==> config.mk <==
export PLATFORM = sky130hd
export DESIGN_NAME = prog_ctrl_flat
export DESIGN_NICKNAME = d
export VERILOG_FILES = /design/src/rtl/prog_ctrl_if.sv /design/src/rtl/prog_ctrl.sv /design/src/flat_wrapper.sv
export SDC_FILE = /design/constraint.sdc
export NUM_CORES = 1
export LEC_CHECK = 0
export ABC_AREA = 1
export CAP_MARGIN = 20
export CORE_ASPECT_RATIO = 2
export CORE_MARGIN = 4
export CORE_UTILIZATION = 35
export DETAILED_ROUTE_END_ITERATION = 8
export SKIP_LAST_GASP = 1
export SYNTH_ARGS = -nofsm -noshare
export SYNTH_HDL_FRONTEND = slang
export SYNTH_SLANG_ARGS = --single-unit
==> constraint.sdc <==
create_clock -name clk -period 2.74 [get_ports clk]
set_clock_uncertainty 0.1 [all_clocks]
set_input_delay 0.685 -clock clk [delete_from_list [all_inputs] [get_ports clk]]
set_output_delay 0.685 -clock clk [all_outputs]
set_load 0.02 [all_outputs]
==> src/rtl/prog_ctrl_if.sv <==
// Loader byte handshake and instruction-memory write port of the program controller.
interface prog_ctrl_if #(
    parameter int ADDR_W = 4
);
    logic              ld_valid;
    logic [7:0]        ld_data;
    logic              ld_ready;
    logic              imem_we;
    logic [ADDR_W-1:0] imem_waddr;
    logic [7:0]        imem_wdata;

    modport master (
        output ld_valid, ld_data,
        input  ld_ready, imem_we, imem_waddr, imem_wdata
    );

    modport slave (
        input  ld_valid, ld_data,
        output ld_ready, imem_we, imem_waddr, imem_wdata
    );
endinterface

==> src/rtl/prog_ctrl.sv <==
// Program controller: loads instruction memory byte-wise, then runs, steps or halts the core.
// IMEM_SZ must equal 2**ADDR_W.
//   state | meaning
//   IDLE  | nothing loaded or load aborted, core held
//   LOAD  | accepting loader bytes into imem
//   CLR   | one-cycle core reset, then jump to stored target
//   RUN   | core free-running
//   STEP  | single enabled core cycle
//   HALT  | core paused, program resident
module prog_ctrl #(
    parameter int IMEM_SZ = 16,
    parameter int ADDR_W  = 4
) (
    input  logic        clk,
    input  logic        rst,
    input  logic        load_req,
    input  logic        run_req,
    input  logic        step_req,
    input  logic        halt_req,
    input  logic        pc_end,
    prog_ctrl_if.slave  ld,
    output logic        cpu_en,
    output logic        cpu_rst,
    output logic        done,
    output logic [2:0]  state,
    output logic [15:0] cyc_cnt
);

    typedef enum logic [2:0] {
        S_IDLE = 3'd0,
        S_LOAD = 3'd1,
        S_CLR  = 3'd2,
        S_RUN  = 3'd3,
        S_STEP = 3'd4,
        S_HALT = 3'd5
    } state_t;

    state_t            state_q, state_d;
    logic [ADDR_W-1:0] wcnt_q, wcnt_d;
    logic              tgt_run_q, tgt_run_d;
    logic              accept;
    logic              last_byte;

    assign accept    = ld.ld_valid && (state_q == S_LOAD);
    assign last_byte = (wcnt_q == ADDR_W'(IMEM_SZ - 1));
    assign state     = state_q;

    always_ff @(posedge clk) begin
        if (rst) state_q <= S_IDLE;
        else     state_q <= state_d;
    end

    always_comb begin
        state_d   = state_q;
        wcnt_d    = wcnt_q;
        tgt_run_d = tgt_run_q;
        case (state_q)
            S_IDLE: begin
                if (load_req) begin
                    state_d = S_LOAD;
                    wcnt_d  = '0;
                end else if (run_req) begin
                    state_d   = S_CLR;
                    tgt_run_d = 1'b1;
                end
            end
            S_LOAD: begin
                if (accept) wcnt_d = last_byte ? '0 : wcnt_q + 1'b1;
                // an accepted byte is always written; a restart only rewinds the counter
                if (load_req) begin
                    wcnt_d = '0;
                end else if (halt_req) begin
                    state_d = S_IDLE;
                end else if (accept && last_byte) begin
                    state_d   = S_CLR;
                    tgt_run_d = 1'b0;
                end
            end
            S_CLR:  state_d = tgt_run_q ? S_RUN : S_HALT;
            S_RUN:  if (halt_req || pc_end) state_d = S_HALT;
            S_STEP: state_d = S_HALT;
            S_HALT: begin
                if (load_req) begin
                    state_d = S_LOAD;
                    wcnt_d  = '0;
                end else if (run_req) begin
                    state_d = S_RUN;
                end else if (step_req) begin
                    state_d = S_STEP;
                end
            end
            default: state_d = S_IDLE;
        endcase
    end

    always_comb begin
        ld.ld_ready = (state_q == S_LOAD);
        cpu_en      = (state_q == S_RUN) || (state_q == S_STEP);
        cpu_rst     = (state_q == S_CLR);
    end

    always_ff @(posedge clk) begin
        if (rst) begin
            wcnt_q        <= '0;
            tgt_run_q     <= 1'b0;
            ld.imem_we    <= 1'b0;
            ld.imem_waddr <= '0;
            ld.imem_wdata <= '0;
            done          <= 1'b0;
            cyc_cnt       <= '0;
        end else begin
            wcnt_q     <= wcnt_d;
            tgt_run_q  <= tgt_run_d;
            ld.imem_we <= accept;
            if (accept) begin
                ld.imem_waddr <= wcnt_q;
                ld.imem_wdata <= ld.ld_data;
            end
            done <= cpu_en && pc_end;
            if (cpu_rst)
                cyc_cnt <= '0;
            else if (cpu_en && (cyc_cnt != 16'hFFFF))
                cyc_cnt <= cyc_cnt + 16'd1;
        end
    end

endmodule
==> src/flat_wrapper.sv <==
// flat-port wrapper written by rule: the top's interface ports become plain ports
module prog_ctrl_flat 
#(
    parameter int IMEM_SZ = 16,
    parameter int ADDR_W  = 4
)
  (clk, rst, load_req, run_req, step_req, halt_req, pc_end, cpu_en, cpu_rst, done, state, cyc_cnt, ld_ld_valid, ld_ld_data, ld_ld_ready, ld_imem_we, ld_imem_waddr, ld_imem_wdata);
  prog_ctrl_if #(.ADDR_W(ADDR_W)) ld_i ();
  input  logic clk;
  input  logic rst;
  input  logic load_req;
  input  logic run_req;
  input  logic step_req;
  input  logic halt_req;
  input  logic pc_end;
  output logic cpu_en;
  output logic cpu_rst;
  output logic done;
  output logic [2:0] state;
  output logic [15:0] cyc_cnt;
  input wire logic [$bits(ld_i.ld_valid)-1:0] ld_ld_valid;
  input wire logic [$bits(ld_i.ld_data)-1:0] ld_ld_data;
  output wire logic [$bits(ld_i.ld_ready)-1:0] ld_ld_ready;
  output wire logic [$bits(ld_i.imem_we)-1:0] ld_imem_we;
  output wire logic [$bits(ld_i.imem_waddr)-1:0] ld_imem_waddr;
  output wire logic [$bits(ld_i.imem_wdata)-1:0] ld_imem_wdata;
  assign ld_i.ld_valid = ld_ld_valid;
  assign ld_i.ld_data = ld_ld_data;
  assign ld_ld_ready = ld_i.ld_ready;
  assign ld_imem_we = ld_i.imem_we;
  assign ld_imem_waddr = ld_i.imem_waddr;
  assign ld_imem_wdata = ld_i.imem_wdata;
  prog_ctrl #(.IMEM_SZ(IMEM_SZ), .ADDR_W(ADDR_W)) u_core (.clk(clk), .rst(rst), .load_req(load_req), .run_req(run_req), .step_req(step_req), .halt_req(halt_req), .pc_end(pc_end), .ld(ld_i), .cpu_en(cpu_en), .cpu_rst(cpu_rst), .done(done), .state(state), .cyc_cnt(cyc_cnt));
endmodule
==> impl_metrics.toml, run 1 <==
[status]
run_status = "finished clean"

[synthesis]
synth_common_cells = "nand2_1 (81), nor2_1 (55), dfxtp_1 (38), inv_1 (26), o21ai_0 (23)"
synth_area_per_cell_um2 = 6.70
synth_area_leaders = "dfxtp_1 (37%), nand2_1 (15%), nor2_1 (10%)"
synth-seq-cells = 38
ys_seq_area_frac = 0.369
synthArstFlopShare = 0
synth_top_area_frac = 0.369
synth_area_leader_cell = "dfxtp_1"
yosysUniqueCellTypes = 26
yosysWarnings = 0
synth_most_common_cell = "nand2_1"
netlist_area_um2 = 2060
synth_cells = 308
synth_ff_type = "dfxtp_1"
syn_nets = 326
synth_edf_count = 0

[timing]
setup_tns_ns = 0
hold_violations = 0
max_slew_margin = 0.621
worstMarginPinSlew_ns = 0.567
period_share = 0.947
timing.final.ws_setup_ns = 0.145
setup_viol = 0
hold_ws_ns = 0.382
finalWorstPathRequiredPeriod_ns = 2.60
slew_viol_final = 0
fmax_ghz = 0.385
rsz0062_at_grt = "no"

[placement]
placed_cells = 417
place.gp.congestion = 0.901
io_buffers = 51
dpl-instance-area_um2 = 2630
place_ws_ns = 0.391
dp_hpwl_um = 4520

[floorplanning]
ioPinCount = 52
coreArea_um2 = 5710
die_width_um = 62.3
die_height_um = 117
start_util = 0.361
row_count = 39
die_area_um2 = 7260

[finish]
regArea_um2 = 761
area.growth.synth_to_final_pct = 34.7
finalNonFillerCells = 425
fillCellCount = 618
multiInputGateArea_um2 = 1130
drive_above_1_share = 0.110
finish.net_count = 381
fin_area_um2 = 2780
n_antenna_cell = 0

[grt]
grt_first_pass_wirelength_um = 9340
grt_pass1_vias = 2119
grt_overflow = 0
grt_use_total = 0.162
grt_max_degree = 17
antenna_found_initial = 0

[detailed_routing]
post_drt_wl_per_cell_um = 13.5
vias = 2122
totalWireLength_um = 5730
ant_nets = 0
vias_per_cell = 4.99
dr.first_iter.drc_count = 110
drt-pass1-iter-count = 5
drc = 0

[pwr]
p_per_area_nw_per_um2 = 857
vdd_drop_max_uv = 465
p_leak_uw = 0.00106

[setup_path]
critPathSlowestCell = "clkdlybuf4s50_1"
path_buf_inv = 3
r2r_cells = 7
critical_path.max_fanout = 8
start_kind = "flip-flop"
critical_path_arrival_ns = 1.81
required_ns = 1.96
cp_cell_sequence = "inv_2 > nand2_1 > o21ai_4 > inv_4 > clkdlybuf4s50_1"
r2r_setup_slack_ns = 0.65
cp-end-kind = "output pin"
r2r_start = "u_core.cyc_cnt[0]$_SDFFE_PP0P_"
path_class = "flip-flop to output pin"
worst_path_dominant_cell_family = "buffers and inverters"
slowest_delay_ns = 0.59
r2r-end = "u_core.cyc_cnt[3]$_SDFFE_PP0P_"

[clock_tree]
clkTransAtPathRegs_ns = 0.06
clkLatencyLatePin_ns = 0.28
cts_hold_buffers = 0
cts_tree = "done"
cts_sinks = 38
cts_setup_buffers = 0
cts_resized = 0
h-tree-depth = 2
root_buffer = "clkbuf_16"
cts.path.max_buffers = 2
cts-buffers-inserted = 5

[worst_hold_path]
holdPathStages = 2
whs_endpoint = "u_core.ld.imem_wdata[2]$_SDFFE_PP0P_"
hp-start = "u_core.ld.imem_wdata[2]$_SDFFE_PP0P_"
hold_class = "flip-flop to flip-flop"

[flow_run]
cap_violations = 0
layout make-up:
cell class	instances	area share
multi-input combinational	233	0.408
inverter	30	0.0414
timing repair buffer	55	0.195
clock inverter	2	0.00450
tap	61	0.0275
sequential	38	0.274
clock buffer	6	0.0500
registers in the layout, indices dropped and copies added, names as in the netlist:
register	cells
u_core.done	1
u_core.tgt_run_q	1
u_core.cyc_cnt	16
u_core.wcnt_q	4
u_core.ld.imem_we	1
u_core.ld.imem_wdata	8
u_core.state	3
u_core.ld.imem_waddr	4
metal layers:
layer,share of wire,track usage
met1,0.35,0.137
met2,0.56,0.325
met3,0.053,0.0423
met4,0.029,0.0949
met5,0,0
stage by stage:
stage	utilization	power, uW
detailed placement	0.460	1810
finish	0.487	2380
CTS	0.487	2410
global route	0.487	2550
global placement	0.460	1800
floorplan	-	1470
layout by cell type (no fill, tap or decap), types with 2 or more instances in the layout:
| master | n |
|---|---|
| nand2_2 | 10 |
| nand2_1 | 81 |
| a21oi_2 | 10 |
| nor3_1 | 3 |
| a21oi_1 | 14 |
| xor2_1 | 4 |
| ha_1 | 2 |
| nand4_1 | 5 |
| nand3_1 | 15 |
| nor2_1 | 55 |
| inv_1 | 26 |
| dfxtp_1 | 38 |
| o21ai_4 | 2 |
| clkbuf_16 | 5 |
| inv_2 | 3 |
| o21ai_0 | 23 |
| clkdlybuf4s50_1 | 51 |
| buf_4 | 4 |
| xnor2_1 | 4 |
tightest hold or removal path: stages (launching register included):
cell     delay, ns
dfxtp_1       0.32
nor2_1        0.05
nor2_1        0.08
worst max path at each step:
stage / startpoint / end / slack (ns) / cells after the start
floorplan: u_core.cyc_cnt[0]$_SDFFE_PP0P_ / u_core.cyc_cnt[10]$_SDFFE_PP0P_ / 0.90 / 9
global placement: load_req / u_core.state[0]$_SDFFE_PP0P_ / 0.41 / 8
detailed placement: load_req / u_core.state[0]$_SDFFE_PP0P_ / 0.39 / 8
CTS: u_core.state[2]$_SDFFE_PP0P_ / cpu_en / 0.14 / 5
global route: u_core.state[2]$_SDFFE_PP0P_ / cpu_en / 0.07 / 5
finish: u_core.state[2]$_SDFFE_PP0P_ / cpu_en / 0.14 / 5
report_power, final:
group	leakage, uW	switching (uW)	internal (uW)
combinational	0.000682	659	391
clock	0.0000729	229	360
sequential	0.000309	91.0	652
cells by family after synthesis:
kind of cell    Yosys count  share of synthesized area
simple gates            172                      0.349
compound gates           51                      0.155
flops                    38                      0.369
buf+inv                  37                     0.0813
xor+xnor                  8                     0.0340
fa+ha+maj                 2                     0.0121
Note: power is estimated with default switching activity, not from simulation.
==> inputs of run 2 (changes only) <==
Settings changed: CTS_BUF_LIST set to sky130_fd_sc_hd__clkbuf_4 sky130_fd_sc_hd__clkbuf_8 sky130_fd_sc_hd__clkbuf_16.
==> results of run 2 <==
No change in the layout: final DEF, timing and power equal those of run 1.
